--- src/rtl/neureka_stream_router.sv ---
// Descriptor-driven router: steers beats from the main or alternate load stream to one of NB_OUT consumers.
// Optional per-output handshake counters on stat_beats_o when NEUREKA_ROUTER_STATS_EN is defined.
module neureka_stream_router #(
  parameter int unsigned NB_OUT     = 4,
  parameter int unsigned DW         = 288,
  parameter int unsigned DESC_DEPTH = 4,
  parameter int unsigned LEN_W      = 16
) (
  input  logic                           clk_i,
  input  logic                           rst_ni,
  input  logic                           clear_i,
  input  logic                           enable_i,
  input  logic                           desc_valid_i,
  output logic                           desc_ready_o,
  input  logic [$clog2(NB_OUT):0]        desc_chan_i,
  input  logic                           desc_alt_i,
  input  logic [LEN_W-1:0]               desc_len_i,
  input  logic                           src_valid_i,
  output logic                           src_ready_o,
  input  logic [DW-1:0]                  src_data_i,
  input  logic [DW/8-1:0]                src_strb_i,
  input  logic                           alt_valid_i,
  output logic                           alt_ready_o,
  input  logic [DW-1:0]                  alt_data_i,
  input  logic [DW/8-1:0]                alt_strb_i,
  output logic [NB_OUT-1:0]              out_valid_o,
  input  logic [NB_OUT-1:0]              out_ready_i,
  output logic [NB_OUT*DW-1:0]           out_data_o,
  output logic [NB_OUT*DW/8-1:0]         out_strb_o,
  output logic                           busy_o,
  output logic                           done_o,
  output logic                           err_o
`ifdef NEUREKA_ROUTER_STATS_EN
  ,
  output logic [NB_OUT*32-1:0]           stat_beats_o
`endif
);

  localparam int unsigned CW = $clog2(NB_OUT) + 1;
  localparam int unsigned SW = DW / 8;
  localparam int unsigned PW = $clog2(DESC_DEPTH);

  typedef enum logic {IDLE, ROUTE} state_t;

  state_t           state, state_nxt;
  logic [CW-1:0]    fifo_chan [DESC_DEPTH];
  logic             fifo_alt  [DESC_DEPTH];
  logic [LEN_W-1:0] fifo_len  [DESC_DEPTH];
  logic [PW-1:0]    wr_ptr, rd_ptr;
  logic [PW:0]      count;
  logic             full, empty, push, pop, retire;
  logic [CW-1:0]    chan_q;
  logic             alt_q;
  logic [LEN_W-1:0] cnt_q;
  logic             done_q, err_q;
  logic             active, bad, tgt_ready, sel_valid, sel_ready, hs;
  logic [DW-1:0]    sel_data;
  logic [SW-1:0]    sel_strb;

  assign full         = (count == (PW+1)'(DESC_DEPTH));
  assign empty        = (count == '0);
  assign push         = desc_valid_i && !full;
  assign desc_ready_o = !full;
  assign busy_o       = (state == ROUTE) || !empty;
  assign done_o       = done_q;
  assign err_o        = err_q;

  always_ff @(posedge clk_i) begin
    if (push) begin
      fifo_chan[wr_ptr] <= desc_chan_i;
      fifo_alt[wr_ptr]  <= desc_alt_i;
      fifo_len[wr_ptr]  <= desc_len_i;
    end
  end

  always_comb begin
    sel_valid = alt_q ? alt_valid_i : src_valid_i;
    sel_data  = alt_q ? alt_data_i  : src_data_i;
    sel_strb  = alt_q ? alt_strb_i  : src_strb_i;
    bad       = (chan_q >= CW'(NB_OUT));
    active    = (state == ROUTE) && (cnt_q != '0);
    // an out-of-range channel matches no output, so the drain keeps ready high
    tgt_ready = bad;
    for (int unsigned i = 0; i < NB_OUT; i++) begin
      if (chan_q == CW'(i)) tgt_ready = out_ready_i[i];
    end
    sel_ready   = active && enable_i && tgt_ready;
    hs          = sel_valid && sel_ready;
    src_ready_o = sel_ready && !alt_q;
    alt_ready_o = sel_ready && alt_q;
  end

  always_comb begin
    out_valid_o = '0;
    out_data_o  = '0;
    out_strb_o  = '0;
    for (int unsigned i = 0; i < NB_OUT; i++) begin
      if (active && !bad && chan_q == CW'(i)) begin
        out_valid_o[i]         = sel_valid && enable_i;
        out_data_o[i*DW +: DW] = sel_data;
        out_strb_o[i*SW +: SW] = sel_strb;
      end
    end
  end

  always_comb begin
    state_nxt = state;
    pop       = 1'b0;
    retire    = 1'b0;
    unique case (state)
      IDLE: begin
        if (!empty && enable_i) begin
          pop       = 1'b1;
          state_nxt = ROUTE;
        end
      end
      ROUTE: begin
        if (enable_i && (cnt_q == '0 || (hs && cnt_q == LEN_W'(1)))) begin
          retire = 1'b1;
          if (!empty) pop = 1'b1;
          else        state_nxt = IDLE;
        end
      end
      default: state_nxt = IDLE;
    endcase
  end

  always_ff @(posedge clk_i or negedge rst_ni) begin
    if (!rst_ni) begin
      state  <= IDLE;
      wr_ptr <= '0;
      rd_ptr <= '0;
      count  <= '0;
      chan_q <= '0;
      alt_q  <= 1'b0;
      cnt_q  <= '0;
      done_q <= 1'b0;
      err_q  <= 1'b0;
    end else if (clear_i) begin
      state  <= IDLE;
      wr_ptr <= '0;
      rd_ptr <= '0;
      count  <= '0;
      chan_q <= '0;
      alt_q  <= 1'b0;
      cnt_q  <= '0;
      done_q <= 1'b0;
      err_q  <= 1'b0;
    end else begin
      state  <= state_nxt;
      done_q <= retire;
      if (push) wr_ptr <= wr_ptr + PW'(1);
      if (pop)  rd_ptr <= rd_ptr + PW'(1);
      count <= count + (PW+1)'(push) - (PW+1)'(pop);
      // a pop on the last beat reloads the counter, so chaining has no bubble
      if (pop) begin
        chan_q <= fifo_chan[rd_ptr];
        alt_q  <= fifo_alt[rd_ptr];
        cnt_q  <= fifo_len[rd_ptr];
        if (fifo_chan[rd_ptr] >= CW'(NB_OUT)) err_q <= 1'b1;
      end else if (hs) begin
        cnt_q <= cnt_q - LEN_W'(1);
      end
    end
  end

`ifdef NEUREKA_ROUTER_STATS_EN
  logic [31:0] stat_q [NB_OUT];

  always_ff @(posedge clk_i or negedge rst_ni) begin
    if (!rst_ni) begin
      for (int unsigned i = 0; i < NB_OUT; i++) stat_q[i] <= '0;
    end else if (clear_i) begin
      for (int unsigned i = 0; i < NB_OUT; i++) stat_q[i] <= '0;
    end else begin
      for (int unsigned i = 0; i < NB_OUT; i++) begin
        if (hs && !bad && chan_q == CW'(i)) stat_q[i] <= stat_q[i] + 32'd1;
      end
    end
  end

  always_comb begin
    stat_beats_o = '0;
    for (int unsigned i = 0; i < NB_OUT; i++) stat_beats_o[i*32 +: 32] = stat_q[i];
  end
`endif

endmodule

--- config.mk ---
export PLATFORM = sky130hd
export DESIGN_NAME = neureka_stream_router
export DESIGN_NICKNAME = d
export VERILOG_FILES = /design/src/rtl/neureka_stream_router.sv
export SDC_FILE = /design/constraint.sdc
export NUM_CORES = 1
export LEC_CHECK = 0
export CAP_MARGIN = 10
export CORE_AREA = 3 3 767 769
export DETAILED_ROUTE_END_ITERATION = 6
export DIE_AREA = 0 0 770 772
export PLACE_DENSITY = 0.3
export SLEW_MARGIN = 40
export SYNTH_ARGS = -nofsm -noshare
export SYNTH_HDL_FRONTEND = slang
export SYNTH_SLANG_ARGS = --single-unit
--- constraint.sdc ---
create_clock -name clk_i -period 4.1 [get_ports clk_i]
set_input_delay 0.615 -clock clk_i [delete_from_list [all_inputs] [get_ports clk_i]]
set_output_delay 0.615 -clock clk_i [all_outputs]
set_load 0.005 [all_outputs]
==> qor.txt <==
Synth Area per Inst: 6.46 sq um
CP max stage delay: 0.58 ns
Worst Setup End Kind: primary output
Pwr Total: 14700 uW
# setup viols final: 0
Commonest cells after routing, fill and taps aside: clkdlybuf4s50_1 (1484), nor2_1 (1321), buf_4 (629)
First-pass GRT wire length: 471 mm
Hold Fails Final Rpt: 0
Area growth syn-to-layout: 259%
Max clock buf depth: 2
Routed Wire Length: 414 mm
Clk root buf: clkbuf_16
Commonest non-fill, non-tap cell in the layout: clkdlybuf4s50_1
GR Util All Layers: 0.132
Vias in the first global route: 26600
Status: finished clean
Cell variety after synth: 40
Layout fillers: 68300
Most common cell on crit path: buf_4
Max-cap check violation count: 0
Worst Path Max Fanout: 26
Die Y: 772 microns
Port buffer count: 1984
DR vias: 27800
Hpwl dp: 379 mm
DRC errors left: 0
Num CTS Buffers: 9
Crit-path cells: or4_4 > nor4_4 > buf_4 > nand2b_4 > buf_4 > or3_4 > buf_12 > buf_16 > nor2_1 > clkdlybuf4s50_1
Gate Count Post-Synth: 2116
Core box area: 0.582 sq mm
Largest net degree at the start of global routing: 93
Slowest CP cell: or4_4
# rows: 280
Nets: 5113
H-tree Lvls: 3
Die W: 770 microns
First-pass DRT Iterations: 5
Routed WL per cell: 33.6 microns
Cts hold-fix bufs: 0
HP Class: primary input to asynchronous set/reset pin
Critical Path RT: 3.48 ns
Setup tns final: 0 ns
CTS clk-pin slew, worst paths: 0.07 ns
Via/cell ratio: 2.26
Grt ovf: 0
Slew headroom: 0.348
Minimum clock period: 3.97 ns
Num ports: 1985
Global placer's final weighted congestion: 0.904
Synthesized cell area: 0.0137 sq mm
CP bufs+invs: 5
Max Freq: 252 MHz
Yosys warns: 0
Starting Density: 0.0235
Worst skew pair latency: 0.35 ns
Die area: 0.594 sq mm
Crit path DAT: 3.36 ns
Crit start category: flip-flop
Crit path max-delay family: simple AND/OR/NAND/NOR gates
#FFs+latches synth: 110
Worst vdd ir: 0.000193 V
Layout cells sized above 1: 0.221
Cell taking the most area after synthesis: nor2_1
Worst Max-Slew Pin Slew: 0.951 ns
Top cells by area, synth: nor2_1 (36%), mux2i_1 (24%), edfxtp_1 (18%)
Leakage: 0.0172 uW
Unrepaired setup endpoints after global routing: false
Mapped Nets: 2803
Post-DRT Antenna Nets: 0
Worst Setup Path Type: flip-flop to primary output
Sequential cell area fraction in the yosys report: 0.231
Clock Skews: 0.00984 ns
Clk sink count: 110
CTS tree: done
Top-area cell type share of the netlist area: 0.363
Number of antenna violations at the first check in global routing: 359
Power per cell area: 300 mW/mm^2
Post-place setup slack: 0.0959 ns
Final worst setup slack: 0.127 ns
Crit share post-route: 0.969
Iteration-0 DRC count of the detailed router: 2082
Final Max Slew Viols: 0
-- power by group --
group / total (uW) / switching, uW / leakage [uW] / internal [uW]
Clock: 991 / 402 / 0.000171 / 589
Combinational: 12100 / 6950 / 0.0159 / 5170
Sequential: 1610 / 224 / 0.00113 / 1390
-- synth_stat cells --
cell type	number
xnor2_1	8
buf_2	118
o31ai_1	2
o22a_1	1
nor3_1	4
o21ai_0	17
nor4_1	5
xor2_1	10
and3_1	8
or4_4	1
nor4_4	1
and2_1	1
nor2_1	1322
dfrtp_1	30
nor2b_1	2
buf_1	4
mux4_2	20
a31oi_1	1
nand4b_1	3
mux2_2	3
or3_1	5
nor3b_1	1
nand4_1	1
mux2i_1	328
or4_1	2
inv_1	9
o2111ai_1	1
or4b_1	1
nand3b_1	2
nand3_1	6
nor4_2	1
edfxtp_1	80
nand2b_1	4
nand2_1	15
o211ai_1	2
nor4b_1	1
a21oi_1	18
fa_1	1
clkbuf_1	70
ha_1	7
-- logic make-up after synthesis --
kind of cell             Yosys count  share of synthesized area
AND/OR/NAND/NOR                 1386                      0.392
multiplexers                     351                      0.275
buffers and inverters            201                     0.0660
flip-flops                       110                      0.231
AO/OA/AOI/OAI                     42                     0.0167
XOR/XNOR                          18                     0.0115
adder cells (fa/ha/maj)            8                    0.00787
-- sequential cells by signal (all words and copies together) (netlist names) --
name and cells:
alt_q 1, chan_q 3, cnt_q 16, count 3
done_o 1, err_o 1, fifo_alt 4, fifo_chan 12
fifo_len 64, rd_ptr 2, state 1, wr_ptr 2
-- per-layer routing --
layer	share of wire	global-route usage
met1	0.40	0.153
met2	0.44	0.213
met3	0.12	0.0715
met4	0.029	0.0261
met5	0.0038	0.00534
-- worst paths after layout --
kind / startpoint / end / slack [ns] / depth (start not counted)
max in group asynchronous: rst_ni / rd_ptr[0] / 3.48 / 1
hold reg to reg: err_o / err_o / 0.54 / 2
setup / recovery: cnt_q[10] / out_data_o[292] / 0.13 / 10
hold / removal: rst_ni / cnt_q[1] / 0.22 / 1
min in group clk_i: err_o / err_o / 0.54 / 2
setup reg to reg: chan_q[1] / count[2] / 0.96 / 10
-- metrics by stage --
| stage | std cells | cell area (sq um) | hold WS [ns] | util |
|---|---|---|---|---|
| after floorplan | 2116 | 13700 | 0.319 | - |
| after global placement | 12100 | 47600 | 0.520 | 0.0818 |
| after detailed placement | 12100 | 47800 | 0.517 | 0.0822 |
| after CTS | 12200 | 48700 | 0.230 | 0.0838 |
| after global routing | 12200 | 48900 | 0.242 | 0.0841 |
| final | 12300 | 49100 | 0.221 | 0.0844 |
-- cell type report --
cell class | instances | area (sq um) | area share
Antenna cell | 131 | 328 | 0.00667
Clock buffer | 12 | 267 | 0.00543
Clock inverter | 4 | 75.1 | 0.00153
Inverter | 9 | 33.8 | 0.000688
Multi-Input combinational cell | 1805 | 10000 | 0.204
Sequential cell | 110 | 3160 | 0.0644
Tap cell | 7755 | 9700 | 0.198
Timing Repair Buffer | 2491 | 25500 | 0.520
-- what timing repair did --
| action | 4_1_cts | 5_1_grt |
|---|---|---|
| endpoints found under the setup margin | 754 | 655 |
| hold endpoints to repair | 0 | 0 |
| resized for setup | 198 | 4 |
| gates cloned | 9 | 0 |
| buffers inserted | 23 | 3 |
| pin swaps | 2 | 1 |
Note: power is estimated with default switching activity, not from simulation.
